### config.mk
export PLATFORM = sky130hd
export DESIGN_NAME = program_counter
export DESIGN_NICKNAME = d
export VERILOG_FILES = /design/src/rtl/program_counter.sv
export SDC_FILE = /design/constraint.sdc
export NUM_CORES = 1
export LEC_CHECK = 0
export ABC_AREA = 1
export CELL_PAD_IN_SITES_DETAIL_PLACEMENT = 0
export CELL_PAD_IN_SITES_GLOBAL_PLACEMENT = 1
export CORE_UTILIZATION = 35
export CTS_CLUSTER_SIZE = 40
export DETAILED_ROUTE_END_ITERATION = 10
export PLACE_DENSITY_LB_ADDON = 0.15
export SETUP_SLACK_MARGIN = 0.1
export SKIP_CTS_REPAIR_TIMING = 1
export SYNTH_ARGS = -nofsm -noshare
export SYNTH_HDL_FRONTEND = slang
export SYNTH_SLANG_ARGS = --single-unit
### constraint.sdc
create_clock -name clk -period 2.6 [get_ports clk]
set_input_delay 0.52 -clock clk [delete_from_list [all_inputs] [get_ports clk]]
set_output_delay 0.52 -clock clk [all_outputs]
set_load 0.01 [all_outputs]
### src/rtl/program_counter.sv
// Registered fetch-address generator with increment, jump, relative branch,
// call/return through a small LIFO return-address stack, and stall.
module program_counter #(
    parameter int unsigned          WIDTH        = 8,
    parameter logic [WIDTH-1:0]     RESET_VECTOR = '0,
    parameter int unsigned          STACK_DEPTH  = 4,
    localparam int unsigned         DW           = $clog2(STACK_DEPTH + 1)
) (
    input  logic             clk,
    input  logic             reset,
    input  logic             stall,
    input  logic             jump,
    input  logic [WIDTH-1:0] jump_addr,
    input  logic             branch,
    input  logic [WIDTH-1:0] branch_offset,
    input  logic             call,
    input  logic [WIDTH-1:0] call_addr,
    input  logic             ret,
    output logic [WIDTH-1:0] pc,
    output logic [DW-1:0]    depth,
    output logic             overflow,
    output logic             underflow
);

    localparam int unsigned   AW         = (STACK_DEPTH > 1) ? $clog2(STACK_DEPTH) : 1;
    localparam logic [DW-1:0] DEPTH_FULL = DW'(STACK_DEPTH);

    typedef enum logic [2:0] {
        OP_HOLD,
        OP_RET,
        OP_CALL,
        OP_JUMP,
        OP_BRANCH,
        OP_INC
    } op_e;

    op_e              op;
    logic [WIDTH-1:0] pc_q, pc_d;
    logic [DW-1:0]    depth_q, depth_d;
    logic             overflow_q, overflow_d;
    logic             underflow_q, underflow_d;
    logic [WIDTH-1:0] stack_q [STACK_DEPTH];
    logic             push_en;
    logic [AW-1:0]    push_idx;
    logic [AW-1:0]    pop_idx;
    logic [WIDTH-1:0] pc_inc;

    assign pc_inc   = pc_q + WIDTH'(1);
    // Indices wrap modulo 2^AW, so the top-of-stack slot is always push_idx-1,
    // even when a full power-of-two depth wraps push_idx to zero.
    assign push_idx = depth_q[AW-1:0];
    assign pop_idx  = push_idx - AW'(1);

    // Fixed priority: only the highest asserted request acts this cycle.
    always_comb begin
        op = OP_INC;
        if (stall)       op = OP_HOLD;
        else if (ret)    op = OP_RET;
        else if (call)   op = OP_CALL;
        else if (jump)   op = OP_JUMP;
        else if (branch) op = OP_BRANCH;
    end

    always_comb begin
        // NOTE: every output of this block gets a default first, so no path
        // leaves one unassigned and no latch can be inferred.
        pc_d        = pc_q;
        depth_d     = depth_q;
        overflow_d  = overflow_q;
        underflow_d = underflow_q;
        push_en     = 1'b0;
        unique case (op)
            OP_HOLD: ;
            OP_RET: begin
                if (depth_q != '0) begin
                    pc_d    = stack_q[pop_idx];
                    depth_d = depth_q - DW'(1);
                end else begin
                    underflow_d = 1'b1;
                    pc_d        = pc_inc;
                end
            end
            OP_CALL: begin
                if (depth_q != DEPTH_FULL) begin
                    push_en = 1'b1;
                    depth_d = depth_q + DW'(1);
                end else begin
                    overflow_d = 1'b1;
                end
                pc_d = call_addr;
            end
            OP_JUMP:   pc_d = jump_addr;
            OP_BRANCH: pc_d = pc_q + branch_offset;
            OP_INC:    pc_d = pc_inc;
            default:   pc_d = pc_inc;
        endcase
    end

    // NOTE: sequential state uses non-blocking assignments only, so every
    // register samples the pre-edge values regardless of statement order.
    always_ff @(posedge clk) begin
        if (reset) begin
            pc_q        <= RESET_VECTOR;
            depth_q     <= '0;
            overflow_q  <= 1'b0;
            underflow_q <= 1'b0;
            // NOTE: the stack is small and must come up cleared, so it is
            // built from reset flops rather than an unreset RAM.
            for (int i = 0; i < int'(STACK_DEPTH); i++) begin
                stack_q[i] <= '0;
            end
        end else begin
            pc_q        <= pc_d;
            depth_q     <= depth_d;
            overflow_q  <= overflow_d;
            underflow_q <= underflow_d;
            if (push_en) begin
                stack_q[push_idx] <= pc_inc;
            end
        end
    end

    assign pc        = pc_q;
    assign depth     = depth_q;
    assign overflow  = overflow_q;
    assign underflow = underflow_q;

endmodule

# After elaboration in Yosys (flattened, before gate mapping)
# Memory sizes are Yosys's and may differ from the RTL's.
# Index checks and enable logic that the tools add are counted.
# classes
add_sub_neg	5
n_eq_ne	7
mux	20
n_bitwise	2
reduce_logical	7
# op_table
operator	count
$pmux 8 s5	1
$mux 3	6
$mux 8	2
$mux 1	9
$add 8x1->8 const B	1
$add 8x8->8	1
$reduce_or 8->1	1
$eq 3x2->1 const B	2
$pmux 3 s2	1
$ne 2x2->1 const B	2
$reduce_and 2->1	2
$add 3x1->3 const B	1
$eq 3x1->1 const B	1
$eq 3x3->1 const B	1
$logic_not 3->1	1
$ne 3x3->1 const B	1
$reduce_and 3->1	1
$reduce_bool 3->1	1
$sub 3x1->3 const B	1
$mux 2	1
$not 1->1	2
$reduce_bool 2->1	1
$sub 2x1->2 const B	1
# word_totals
register_bits	13
mem_bits_rw	32
input_bits	31
output_inout_bits	13
word_cells	46
memories	1
# mem_list
name	words	word_bits	read_ports	rd_clocked_by_memory_dff	write_ports	line	rtl
stack_q	4	8	1	0	4	42	logic [WIDTH-1:0] stack_q [STACK_DEPTH];

# Depth between registers and ports, before layout
# Gate-level depths: netlist (run 1).
# depth
word_depth	12
mapped_depth	13
mapped_depth_nobuf	13

# Worst setup path before layout (run 1)
# Ideal clock, no wire load.
# synth_path
path_kind	register to register
startpoint	reg depth_q[0], in the netlist depth[0]
endpoint	mem stack_q[3][0] (enable)
setup_time_ns	0.387
arrival_ns	1.854
required_time_ns	2.213
slack_ns	0.359
stages_incl_launch_ff	8
n_path_buf	2
period_less_slack_ns	2.241
cell_sequence	dfxtp_1 -> buf_2 -> inv_1 -> buf_2 -> ha_1 -> nand2_1 -> nand2_1 -> o31ai_1
# synth_lines
item	line	rtl
start: declaration	39	logic [DW-1:0] depth_q, depth_d;
start signal: assignment	114	depth_q <= depth_d;
end: declaration	42	

==> run_results.csv, run 1 <==
group,metric,value,unit
sta,slew_headroom,65.2,%
synthesis,avgSynthCellArea,7.55,sq um
global_route,grt_pass1_wl,11600,um
critical_path,cp_slowest_cell,"clkdlybuf4s50_1",
die,pin_count,44,
sta,max_freq,476,MHz
die,die_h,91.0,um
critical_path,timing.critical_path.cells,"clkdlybuf4s50_1 > nor2_4 > o21ai_2 > nor2_4 > nand3_1 > or2_1 > nand2_1",
sta,final-setup-viol-count,0,
drt,route.detailed.drc,0,
sta,tns,0,ns
synthesis,ys_seq_area_share,44.1,%
die,dieArea,8270,sq um
pwr,power.total,1.77,mW
layout,layout_common_cells,"112 x nand2_1, 48 x nor2_1, 43 x clkdlybuf4s50_1",
clock_tree,path_clk_slew,0.09,ns
global_route,grt_pass1_vias,2316,
clock_tree,cts_root_buffer,"clkbuf_8",
critical_path,crit_required,2.58,ns
drt,totalWireLength,7200,um
critical_path,cp-end-kind,"flip-flop",
critical_path,path_max_fanout,8,
sta,worst_pin_slew,0.520,ns
synthesis,syn_inst,367,
layout,fin_nets,460,
drt,ant_nets,0,
sta,rsz0062_at_grt,"no",
clock_tree,clock_sinks,45,
clock_tree,cts_tree,"built",
synthesis,yosysWarnings,0,
die,rows,32,
die,initial_utilization,36.0,%
critical_path,r2r_start,"depth[1]",
die,die_w,91.0,um
drt,wl_per_cell,13.8,um
layout,syn_to_final_growth,24.5,%
clock_tree,numCtsBuffers,5,
global_route,antenna_found_initial,0,
pwr,p_per_area,514,nW/um^2
run_status,status,"finished clean",
layout,fin_util,44.9,%
layout,final_layout_size_suffix_gt1_share,7.88,%
drt,drt_iter0_drc,111,
critical_path,path_class,"primary input to flip-flop",
critical_path,start_kind,"primary input",
layout,antenna_cells,0,
synthesis,ys.flop_type,"edfxtp_1",
critical_path,cp_common_cell,"nor2_4",
synthesis,syn_nets,409,
global_route,grt_max_degree,22,
synthesis,yosysUniqueCellTypes,30,
sta,hold_viol,0,
synthesis,synth_top_area_share,34.7,%
pwr,ir_drop,0.206,mV
drt,via_count,2506,
synthesis,synth_largest_area_cell,"edfxtp_1",
run,maxCapViolCount,0,
synthesis,synth_seq_cells,45,
global_route,grt_overflow_total,0,
synthesis,synth.area.top_cells,"edfxtp_1 35%, nand2_1 15%, dfxtp_1 9.4%, nand3_1 7.6%, nor2_1 6.5%",
critical_path,cp.arrival,2.08,ns
clock_tree,clockBufferDepth,2,
hold_path,min-delay-start,"underflow",
sta,drv_slew,0,
clock_tree,clk_latency,0.30,ns
placement,numPortBuffers,43,
die,core_area,7690,sq um
critical_path,critPathMaxStageDelay,0.49,ns
layout,final_common_cell,"nand2_1",
sta,min_period,2.10,ns
sta,skew,0.00487,ns
synthesis,async_flop_share,0,%
critical_path,critPathLaunch,"ret",
drt,drt_first_pass_iters,4,
synthesis,netlist_area,2770,sq um
global_route,track_usage,18.4,%
clock_tree,cts-htree-levels,2,
pwr,p_leak,1.45,nW
placement,gp_congestion,0.789,
sta,post-route-period-util,80.8,%
synthesis,synth_edf_count,32,
hold_path,hold_class,"flip-flop to flip-flop",
drt,viasPerCell,4.81,
placement,dpl.hpwl,5530,um
==> critical path: cells and delay by family <==
family                 cells  cell delay (ns)
AO/OA/AOI/OAI              1             0.09
buffers and inverters      1             0.49
AND/OR/NAND/NOR            5             0.97
==> power by group <==
| group | internal, mW | switching (mW) | leakage [nW] | total [mW] |
|---|---|---|---|---|
| combinational | 0.200 | 0.283 | 0.967 | 0.483 |
| sequential | 0.808 | 0.0351 | 0.438 | 0.843 |
| clock | 0.191 | 0.256 | 0.0481 | 0.447 |
==> cells in the mapped netlist, types with 3 or more instances <==
cell type,n
nor2_2,6
nor2_4,3
a21oi_1,22
edfxtp_1,32
a22oi_1,4
ha_1,9
nand2_1,112
buf_2,6
nand3_1,42
dfxtp_1,13
inv_1,39
clkbuf_1,3
nand3b_1,4
nor2_1,48
nor3_1,3
==> sequential cells by signal, summed over array words and instances, names as in the netlist <==
| signal | cells |
|---|---|
| overflow | 1 |
| pc | 8 |
| depth | 3 |
| stack_q | 32 |
| underflow | 1 |
==> final cells by class <==
type                       instances  area [sq um]
clock inverter                     3          22.5
inverter                          39           146
sequential                        45          1220
timing repair buffer              56           528
fill                             798          4240
tap                              102           128
multi-input combinational        271          1340
clock buffer                       5          68.8
==> cells by family after synthesis <==
kind of cell / Yosys count / synth area share [%]
flip-flops: 45 / 44.1
buffers and inverters: 51 / 7.72
XOR/XNOR: 4 / 1.26
AO/OA/AOI/OAI: 34 / 7.05
AND/OR/NAND/NOR: 222 / 34.4
adder cells (fa/ha/maj): 11 / 5.51
==> path summary, 6_finish.rpt <==
kind,to,slack [ns],cells after the start
setup / recovery,stack_q[2][5],0.50,7
hold / removal,underflow,0.45,2
setup reg to reg,pc[4],0.67,8
hold reg to reg,underflow,0.45,2
==> through the flow <==
step | setup WS [ns] | instance area [sq um] | hold WS (ns) | std cells
after floorplan | 0.359 | 2770 | 0.474 | 367
after global placement | 0.195 | 3360 | 0.440 | 513
after detailed placement | 0.159 | 3360 | 0.445 | 513
after CTS | 0.482 | 3450 | 0.459 | 521
after global routing | 0.302 | 3450 | 0.484 | 521
final | 0.499 | 3450 | 0.453 | 521
==> layer usage <==
metal  up-vias  wire [um]  GRT usage [%]
met2        61       3470           31.0
met3         8        309           2.93
met1      1146       3330           24.5
met4         0         92           5.29
li1       1291          -              -
met5         -          0              0
Note: power is estimated with default switching activity, not from simulation.
==> run 2, diff against run 1 <==
==> constraint.sdc (replaced) <==
create_clock -name clk -period 1.72 [get_ports clk]
set_input_delay 0.344 -clock clk [delete_from_list [all_inputs] [get_ports clk]]
set_output_delay 0.344 -clock clk [all_outputs]
set_load 0.01 [all_outputs]
==> run 2 against run 1 <==
Net effect: cell count grew 6.3%; register-to-register slack lost 0.59 ns; combinational power grew 94%; utilization grew 6.9 points; global-route usage grew 0.78 points; setup slack lost 0.45 ns; highest routed layer unchanged; design area grew 15%; flip-flop and latch count is the same; clock power grew 55%; largest cell class unchanged; sequential share of layout area shrank 4.4 points; critical path depth shrank 6; die area is the same.
==> run_results.csv, run 2 (synthesis results as in run 1) <==
group,metric,value,unit
placement,dpl.hpwl,5710,um
critical_path,path_class,"flip-flop to output port",
run_status,status,"finished clean",
layout,fin_nets,493,
placement,place_inst,542,
critical_path,start_kind,"flip-flop",
critical_path,r2r_cells,13,
run,maxCapViolCount,0,
die,core_area,7690,sq um
critical_path,cp-end-kind,"output port",
sta,drv_slew,0,
layout,layout_common_cells,"99 x nand2_1, 43 x nor2_1, 39 x nand3_1",
layout,top_register,"stack_q",
layout,final_cell_area,3980,sq um
clock_tree,cts-htree-levels,2,
critical_path,path_max_fanout,6,
pwr,power.total,2.90,mW
drt,viasPerCell,4.82,
global_route,grt_overflow_total,0,
layout,stdcell_count,554,
layout,final_common_cell,"nand2_1",
layout,syn_to_final_growth,43.7,%
clock_tree,cts_root_buffer,"clkbuf_8",
sta,post-route-period-util,97.1,%
sta,worst_pin_slew,0.307,ns
die,die_h,91.0,um
drt,totalWireLength,7720,um
layout,fillers,763,
pwr,p_per_area,728,nW/um^2
critical_path,worstReg2RegEnd,"pc[6]",
placement,placed_cell_area,3670,sq um
drt,wl_per_cell,13.9,um
critical_path,worstSetupEndpoint,"pc[6]",
sta,min_period,1.67,ns
die,dieArea,8270,sq um
placement,place_ws,-0.463,ns
sta,tns,0,ns
clock_tree,clock_sinks,45,
global_route,track_usage,19.2,%
drt,drt_iter0_drc,110,
sta,final-setup-viol-count,0,
global_route,antenna_found_initial,0,
pwr,p_leak,1.82,nW
sta,slew_headroom,79.6,%
global_route,grt_pass1_wl,12100,um
global_route,grt_pass1_vias,2488,
critical_path,cp.arrival,1.33,ns
layout,largest_register_ffs,32,
critical_path,critPathLaunch,"pc[6]",
critical_path,crit_required,1.38,ns
drt,drt_first_pass_iters,4,
drt,route.detailed.drc,0,
clock_tree,clk_latency,0.30,ns
global_route,grt_max_degree,22,
sta,skew,0.0137,ns
critical_path,cp_top_family,"buffers and inverters",
placement,numPortBuffers,43,
placement,gp_congestion,0.732,
critical_path,cp.depth,1,
die,die_w,91.0,um
sta,max_freq,599,MHz
layout,fin_util,51.8,%
clock_tree,numCtsBuffers,5,
hold_path,hold_class,"flip-flop to flip-flop",
die,rows,32,
die,initial_utilization,36.0,%
critical_path,r2r_start,"pc[0]",
critical_path,cp_slowest_cell,"clkdlybuf4s50_1",
die,pin_count,44,
pwr,ir_drop,0.386,mV
critical_path,r2r_slack,0.08,ns
sta,rsz0062_at_grt,"yes",
clock_tree,cts_tree,"built",
sta,layout_setup_ws,0.0502,ns
clock_tree,clockBufferDepth,2,
layout,antenna_cells,0,
sta,hold_viol,0,
sta,holdWs,0.457,ns
clock_tree,path_clk_slew,0.10,ns
drt,ant_nets,0,
critical_path,cp_num_buf_inv,1,
drt,via_count,2670,
layout,final_layout_size_suffix_gt1_share,25.0,%
critical_path,timing.critical_path.cells,"clkdlybuf4s50_1",
critical_path,critPathMaxStageDelay,0.58,ns
-- run 2: cell types whose count changed in the layout (fill, tap and decap cells not counted), sizes merged --
cell           change
clkinv             -2
dlymetal6s2s      +15
nor2               +1
buf               +32
inv                +1
clkdlybuf4s50     -15
clkinvlp           +1
-- run 2: how the worst min path moves through the flow --
stage | from | endpoint | slack, ns | cells after the start
floorplan | overflow | overflow | 0.47 | 2
global placement | underflow | underflow | 0.44 | 2
detailed placement | overflow | overflow | 0.45 | 2
CTS | overflow | overflow | 0.46 | 2
global route | overflow | overflow | 0.49 | 2
finish | underflow | underflow | 0.46 | 2
-- run 2: where the power goes --
part	internal (mW)	switching, mW
combinational	0.425	0.514
sequential	1.23	0.0447
clock	0.289	0.402
-- run 2: cell type report --
type,count,area [sq um],share of cell area [%]
Clock buffer,5,68.8,1.73
Timing Repair Buffer,88,845,21.2
Sequential cell,45,1230,31.0
Inverter,39,149,3.74
Clock inverter,3,21.3,0.534
Tap cell,102,128,3.21
Multi-Input combinational cell,272,1540,38.6
-- run 2: layer usage --
layer / wire length, um / up-vias / global-route usage [%]
met1: 3490 / 1239 / 25.0
met3: 422 / 4 / 3.43
li1: - / 1362 / -
met5: 0 / - / 0
met4: 67 / 0 / 5.03
met2: 3740 / 65 / 32.9
-- run 2: tightest hold or removal path: stages (launching register included) --
cell	delay, ns
dfxtp_1	0.32
inv_1	0.05
a21oi_1	0.05
==> run 3, diff against run 2 <==
--- a/config.mk
+++ b/config.mk
@@ -14,6 +14,7 @@
 export PLACE_DENSITY_LB_ADDON = 0.15
 export SETUP_SLACK_MARGIN = 0.1
 export SKIP_CTS_REPAIR_TIMING = 1
+export SLEW_MARGIN = 5
 export SYNTH_ARGS = -nofsm -noshare
 export SYNTH_HDL_FRONTEND = slang
 export SYNTH_SLANG_ARGS = --single-unit
==> results of run 3 <==
No change in the layout: final DEF, timing and power equal those of run 2.
